==> src/rtl/adder_serial_nbit_if.sv <==
// ----------------------------------------------------------------------------
// adder_serial_nbit_if
//
// Purpose:
//    Bundles the request / result handshake of the bit-serial adder so the
//    producer/consumer side and the adder itself share one set of signals.
//
// Parameters:
//    DATA_WIDTH  operand and sum width in bits (2..32)
//
// Signals:
//    start_in    request to add a_in and b_in (producer -> adder)
//    a_in        addend A, unsigned           (producer -> adder)
//    b_in        addend B, unsigned           (producer -> adder)
//    ready_in    consumer takes the result     (consumer -> adder)
//    busy_out    operation running or result pending (adder -> user)
//    sum_out     (a+b) mod 2^DATA_WIDTH        (adder -> user)
//    carry_out   bit DATA_WIDTH of a+b         (adder -> user)
//    valid_out   sum_out/carry_out hold a new result (adder -> user)
//
// Modports:
//    master  the side that issues requests and consumes results
//    slave   the adder
// ----------------------------------------------------------------------------
interface adder_serial_nbit_if #(
   parameter int DATA_WIDTH = 4
);

   logic                  start_in;
   logic [DATA_WIDTH-1:0] a_in;
   logic [DATA_WIDTH-1:0] b_in;
   logic                  ready_in;
   logic                  busy_out;
   logic [DATA_WIDTH-1:0] sum_out;
   logic                  carry_out;
   logic                  valid_out;

   modport master (
      output start_in,
      output a_in,
      output b_in,
      output ready_in,
      input  busy_out,
      input  sum_out,
      input  carry_out,
      input  valid_out
   );

   modport slave (
      input  start_in,
      input  a_in,
      input  b_in,
      input  ready_in,
      output busy_out,
      output sum_out,
      output carry_out,
      output valid_out
   );

endinterface

==> src/rtl/adder_serial_nbit.sv <==
// ----------------------------------------------------------------------------
// adder_serial_nbit
//
// Purpose:
//    Bit-serial unsigned adder. A request is accepted in IDLE, the captured
//    operands are added one bit per clock (LSB first) through a single full
//    adder, and the DATA_WIDTH-bit sum plus carry-out is presented with a
//    valid/ready handshake. The result appears a fixed DATA_WIDTH+1 cycles
//    after the accept edge and stays on the outputs until the next result.
//
// Parameters:
//    DATA_WIDTH  operand and sum width in bits (2..32)
//
// Ports:
//    clk_in      single clock, everything updates on the rising edge
//    rst_in      synchronous active-high reset; also forces all outputs to 0
//    bus         adder_serial_nbit_if.slave carrying start/operands/ready
//                in and busy/sum/carry/valid out
// ----------------------------------------------------------------------------
module adder_serial_nbit #(
   parameter int DATA_WIDTH = 4
) (
   input logic               clk_in,
   input logic               rst_in,
   adder_serial_nbit_if.slave bus
);

   // Counter must reach DATA_WIDTH itself: values 0..DATA_WIDTH-1 mark the
   // bit being added, DATA_WIDTH marks the commit cycle.
   localparam int CNT_W = $clog2(DATA_WIDTH + 1);
   localparam logic [CNT_W-1:0] CNT_LAST = CNT_W'(DATA_WIDTH);

   typedef enum logic [1:0] {
      IDLE  = 2'd0,
      SHIFT = 2'd1,
      DONE  = 2'd2
   } state_t;

   state_t                state_q;
   state_t                state_d;
   logic [DATA_WIDTH-1:0] a_q;
   logic [DATA_WIDTH-1:0] a_d;
   logic [DATA_WIDTH-1:0] b_q;
   logic [DATA_WIDTH-1:0] b_d;
   logic [DATA_WIDTH-1:0] acc_q;
   logic [DATA_WIDTH-1:0] acc_d;
   logic [DATA_WIDTH-1:0] sum_q;
   logic [DATA_WIDTH-1:0] sum_d;
   logic                  carry_q;
   logic                  carry_d;
   logic                  cout_q;
   logic                  cout_d;
   logic [CNT_W-1:0]      cnt_q;
   logic [CNT_W-1:0]      cnt_d;
   logic                  bit_sum;
   logic                  bit_carry;

   // One full adder serves every bit position. The operand registers shift
   // right so the bit being added is always in position 0.
   always_comb begin
      bit_sum   = a_q[0] ^ b_q[0] ^ carry_q;
      bit_carry = (a_q[0] & b_q[0]) | (a_q[0] & carry_q) | (b_q[0] & carry_q);
   end

   // Next-state and datapath control. Every register defaults to holding its
   // value, so only the cases that change something are spelled out.
   // In SHIFT the sum bits enter the accumulator at the MSB and walk down, so
   // after DATA_WIDTH bits the accumulator holds the sum in natural order.
   // The extra SHIFT cycle with the counter at DATA_WIDTH copies the
   // accumulator and carry into the output registers; this keeps the result
   // registers untouched while an addition is in flight, which is what lets
   // sum_out/carry_out show the previous result outside DONE.
   always_comb begin
      state_d = state_q;
      a_d     = a_q;
      b_d     = b_q;
      acc_d   = acc_q;
      sum_d   = sum_q;
      carry_d = carry_q;
      cout_d  = cout_q;
      cnt_d   = cnt_q;

      case (state_q)
         IDLE: begin
            if (bus.start_in) begin
               a_d     = bus.a_in;
               b_d     = bus.b_in;
               acc_d   = '0;
               carry_d = 1'b0;
               cnt_d   = '0;
               state_d = SHIFT;
            end
         end

         SHIFT: begin
            if (cnt_q == CNT_LAST) begin
               sum_d   = acc_q;
               cout_d  = carry_q;
               state_d = DONE;
            end else begin
               a_d     = a_q >> 1;
               b_d     = b_q >> 1;
               acc_d   = {bit_sum, acc_q[DATA_WIDTH-1:1]};
               carry_d = bit_carry;
               cnt_d   = cnt_q + 1'b1;
            end
         end

         DONE: begin
            if (bus.ready_in) begin
               state_d = IDLE;
            end
         end

         default: begin
            state_d = IDLE;
         end
      endcase
   end

   // State and datapath registers. Reset returns to IDLE and clears every
   // register, including the result registers, so the outputs read 0 until
   // the first result completes and an aborted operation leaves nothing
   // behind.
   always_ff @(posedge clk_in) begin
      if (rst_in) begin
         state_q <= IDLE;
         a_q     <= '0;
         b_q     <= '0;
         acc_q   <= '0;
         sum_q   <= '0;
         carry_q <= 1'b0;
         cout_q  <= 1'b0;
         cnt_q   <= '0;
      end else begin
         state_q <= state_d;
         a_q     <= a_d;
         b_q     <= b_d;
         acc_q   <= acc_d;
         sum_q   <= sum_d;
         carry_q <= carry_d;
         cout_q  <= cout_d;
         cnt_q   <= cnt_d;
      end
   end

   // Outputs come straight from registers, but are also forced low for the
   // whole time reset is held, not just from the edge after it rises.
   always_comb begin
      bus.busy_out  = (state_q != IDLE) & ~rst_in;
      bus.valid_out = (state_q == DONE) & ~rst_in;
      bus.sum_out   = rst_in ? '0 : sum_q;
      bus.carry_out = cout_q & ~rst_in;
   end

endmodule

==> src/flat_wrapper.sv <==
// flat-port wrapper written by rule: the top's interface ports become plain ports
module adder_serial_nbit_flat 
#(
   parameter int DATA_WIDTH = 4
)
  (clk_in, rst_in, bus_start_in, bus_a_in, bus_b_in, bus_ready_in, bus_busy_out, bus_sum_out, bus_carry_out, bus_valid_out);
  adder_serial_nbit_if #(.DATA_WIDTH(DATA_WIDTH)) bus_i ();
  input logic clk_in;
  input logic rst_in;
  input wire logic [$bits(bus_i.start_in)-1:0] bus_start_in;
  input wire logic [$bits(bus_i.a_in)-1:0] bus_a_in;
  input wire logic [$bits(bus_i.b_in)-1:0] bus_b_in;
  input wire logic [$bits(bus_i.ready_in)-1:0] bus_ready_in;
  output wire logic [$bits(bus_i.busy_out)-1:0] bus_busy_out;
  output wire logic [$bits(bus_i.sum_out)-1:0] bus_sum_out;
  output wire logic [$bits(bus_i.carry_out)-1:0] bus_carry_out;
  output wire logic [$bits(bus_i.valid_out)-1:0] bus_valid_out;
  assign bus_i.start_in = bus_start_in;
  assign bus_i.a_in = bus_a_in;
  assign bus_i.b_in = bus_b_in;
  assign bus_i.ready_in = bus_ready_in;
  assign bus_busy_out = bus_i.busy_out;
  assign bus_sum_out = bus_i.sum_out;
  assign bus_carry_out = bus_i.carry_out;
  assign bus_valid_out = bus_i.valid_out;
  adder_serial_nbit #(.DATA_WIDTH(DATA_WIDTH)) u_core (.clk_in(clk_in), .rst_in(rst_in), .bus(bus_i));
endmodule
==> config.mk <==
export PLATFORM = sky130hd
export DESIGN_NAME = adder_serial_nbit_flat
export DESIGN_NICKNAME = d
export VERILOG_FILES = /design/src/rtl/adder_serial_nbit_if.sv /design/src/rtl/adder_serial_nbit.sv /design/src/flat_wrapper.sv
export SDC_FILE = /design/constraint.sdc
export NUM_CORES = 1
export LEC_CHECK = 0
export CORE_UTILIZATION = 49
export CTS_BUF_LIST = sky130_fd_sc_hd__clkbuf_8
export DETAILED_ROUTE_END_ITERATION = 6
export DONT_BUFFER_PORTS = 1
export MAX_ROUTING_LAYER = met4
export PLACE_DENSITY = 0.62
export SYNTH_ARGS = -nofsm -noshare
export SYNTH_HDL_FRONTEND = slang
export SYNTH_SLANG_ARGS = --single-unit
==> constraint.sdc <==
create_clock -name clk_in -period 2.2 [get_ports clk_in]
set_input_delay 0.44 -clock clk_in [delete_from_list [all_inputs] [get_ports clk_in]]
set_output_delay 0.44 -clock clk_in [all_outputs]
set_load 0.005 [all_outputs]
==> results.yml <==
outcome:
  status: "complete, no violations"
clock_tree:
  postCtsHoldBufs: 0
  clock_sinks: 23
  cts_tree: "yes"
  post_cts_buffers: 0
  tritoncts.num_buffers: 3
  clk-insertion-delay-late_ps: 250
  ctsRootBufferMaster: "clkbuf_8"
  clock_tree.buffer_depth: 2
  post_cts_resized: 0
  htreeDepth: 1
  clk_pin_slew_worst_paths_ps: 80
grt:
  antenna_found_initial: 0
  gr-usage-met3: 0.0405
  grt_busiest_layer: "met2"
  grt_util_all_layers: 0.175
  grt_pass1_vias: 706
  grt_max_degree: 25
  grtUsageMet1: 0.247
  grt_pass1_wl_mm: 3.22
  grt-ovfl-total: 0
  met2_usage: 0.251
layout:
  layout_commonest_cell: "dfxtp_1"
  fin_area_mm2: 0.00112
  synthToLayoutAreaGrowth_pct: 2.16
  final_nets: 120
  antenna_cells: 0
  layout_common_cells: "dfxtp_1, mux2i_1, nor2_1, a21oi_1, o21ai_0"
  layout-drive-gt1-share: 0.115
worst_setup_path:
  arrival_ps: 1900
  cp-end-kind: "flop"
  slowest_delay_ps: 520
  cp-startpoint: "u_core.cnt_q[0]$_SDFFE_PP0P_"
  slowest_stage: "or3_1"
  path_max_fanout: 9
  worstSetupPathType: "reg2reg"
  r2r-start: "u_core.cnt_q[0]$_SDFFE_PP0P_"
  path_delay_family: "simple AND/OR/NAND/NOR gates"
  start_kind: "flop"
  worstPathCellList: "inv_1, ha_1, and3_1, or3_1, o2bb2ai_2"
  cp.buffers_inverters: 1
  crit_required_ps: 2390
synth:
  ys_warn_count: 0
  synth_seq_cells: 23
  netlist-cell-type-count: 29
  synth_top_area_share: 0.419
  seq_area_frac_synth: 0.419
  synth_area_mm2: 0.00110
  synth_area_leaders: "dfxtp_1, mux2i_1, o2bb2ai_2"
  postSynthAreaPerCell_um2: 10.2
  synth_top_area_cell: "dfxtp_1"
  synth_fp_nets: 123
  syn_inst: 108
place:
  dpl.hpwl_mm: 1.32
  place_area_mm2: 0.00108
  dpl_worst_slack_ps: 492
  io_buffers: 0
  finalWeightedCongestion: 0.776
floorplanning:
  fp.dieW_um: 49.4
  ioPinCount: 19
  core_area_mm2: 0.00204
  initial_utilization: 0.539
  dieHeight_um: 49.4
  die-area_mm2: 0.00244
  num_rows: 16
sta:
  fin_ws_ps: 488
  rsz0062_at_grt: "no"
  period_needed_ps: 1710
  slew_violations: 0
  holdWs_ps: 242
  tightest_slew_ps: 577
  finalSetupTns_ps: 0
  fin_skew_ps: 1.75
  finalHoldViolations: 0
  max_freq_mhz: 584
  relSlewSlack: 0.615
  period_share: 0.778
  setup_viol: 0
power:
  p_clk_frac: 0.327
  swShare: 0.226
  p_switching_uw: 170
  p_int_uw: 580
  leakage_nw: 0.453
  power_density_mw_per_mm2: 668
  total_power_uw: 750
  p_comb_frac: 0.081
  power_frac_seq: 0.592
  max-vdd-ir-drop_mv: 0.414
routing:
  route.detailed.drc: 0
  vias: 743
  drt_first_pass_iters: 4
  drt-total-wl_mm: 1.86
  viasPerCell: 5.67
  drtIter0Drc: 11
  drt-wirelength-per-cell_um: 14.2
  drtAntennaViolNets: 0
flow_run:
  drv_cap: 0
hold_path:
  worstHoldPathType: "in2reg"
  hp-start: "rst_in"
## final cells by class
class	instances	area [um2]
Fill cell	189	918
Multi-Input combinational cell	74	573
Sequential cell	23	460
Clock buffer	3	41.3
Tap cell	27	33.8
Inverter	3	11.3
Clock inverter	1	3.75
## stage by stage
stage / instances / util
2_1_floorplan: 108 / -
3_3_place_gp: 127 / 0.528
3_5_place_dp: 127 / 0.528
4_1_cts: 131 / 0.550
5_1_grt: 131 / 0.550
6_report: 131 / 0.550
## power by group through the flow
stage | registers (mW) | clock network, mW | logic [mW]
3_3_place_gp | 0.454 | 0 | 0.0601
6_report | 0.444 | 0.246 | 0.0610
4_1_cts | 0.444 | 0.255 | 0.0617
5_1_grt | 0.447 | 0.270 | 0.0681
2_1_floorplan | 0.448 | 0 | 0.0667
3_5_place_dp | 0.454 | 0 | 0.0615
## Yosys cell counts, drive strengths merged
cell type	n
buf	5
nor4b	1
o21ba	1
dfxtp	23
mux2i	11
or3	1
nor3b	1
o21a	1
a211oi	1
nand4	6
clkbuf	3
ha	2
nand2	2
nand2b	1
nor2b	6
o2bb2ai	6
and3	1
inv	3
o21ai	7
nand3	2
a21oi	10
nor2	9
fa	1
nand4b	1
a22o	2
o21bai	1
## worst paths after layout
path                                   to  depth (start not counted)  slack, ps
max            u_core.b_q[0]$_SDFFE_PP0P_                          5        490
min          u_core.acc_q[1]$_SDFFE_PP0P_                          1        240
max reg2reg    u_core.b_q[0]$_SDFFE_PP0P_                          5        490
min reg2reg    u_core.a_q[1]$_SDFFE_PP0P_                          1        470
## state kept, by name, indices dropped and copies added (netlist names)
signal,count
u_core.a_q,4
u_core.acc_q,4
u_core.sum_q,4
u_core.b_q,4
u_core.carry_q,1
u_core.cout_q,1
u_core.cnt_q,3
u_core.state_q,2
## worst register-to-register path: stages, from the launching register on
cell       delay (ps)
dfxtp_1           350
inv_1              60
ha_1              230
and3_1            290
or3_1             520
o2bb2ai_2         200
## cell families after synthesis
| family | count (synthesis) | share of synthesized area |
|---|---|---|
| AO/OA/AOI/OAI | 29 | 0.225 |
| adder cells (fa/ha/maj) | 3 | 0.0410 |
| buffers and inverters | 11 | 0.0603 |
| flip-flops | 23 | 0.419 |
| multiplexers | 11 | 0.100 |
| AND/OR/NAND/NOR | 31 | 0.155 |
## layer usage
metal	share of wire	wire, um
met5	0	0
met4	0.0091	17
met3	0.037	69
met2	0.45	838
met1	0.50	937
Note: power is estimated with default switching activity, not from simulation.
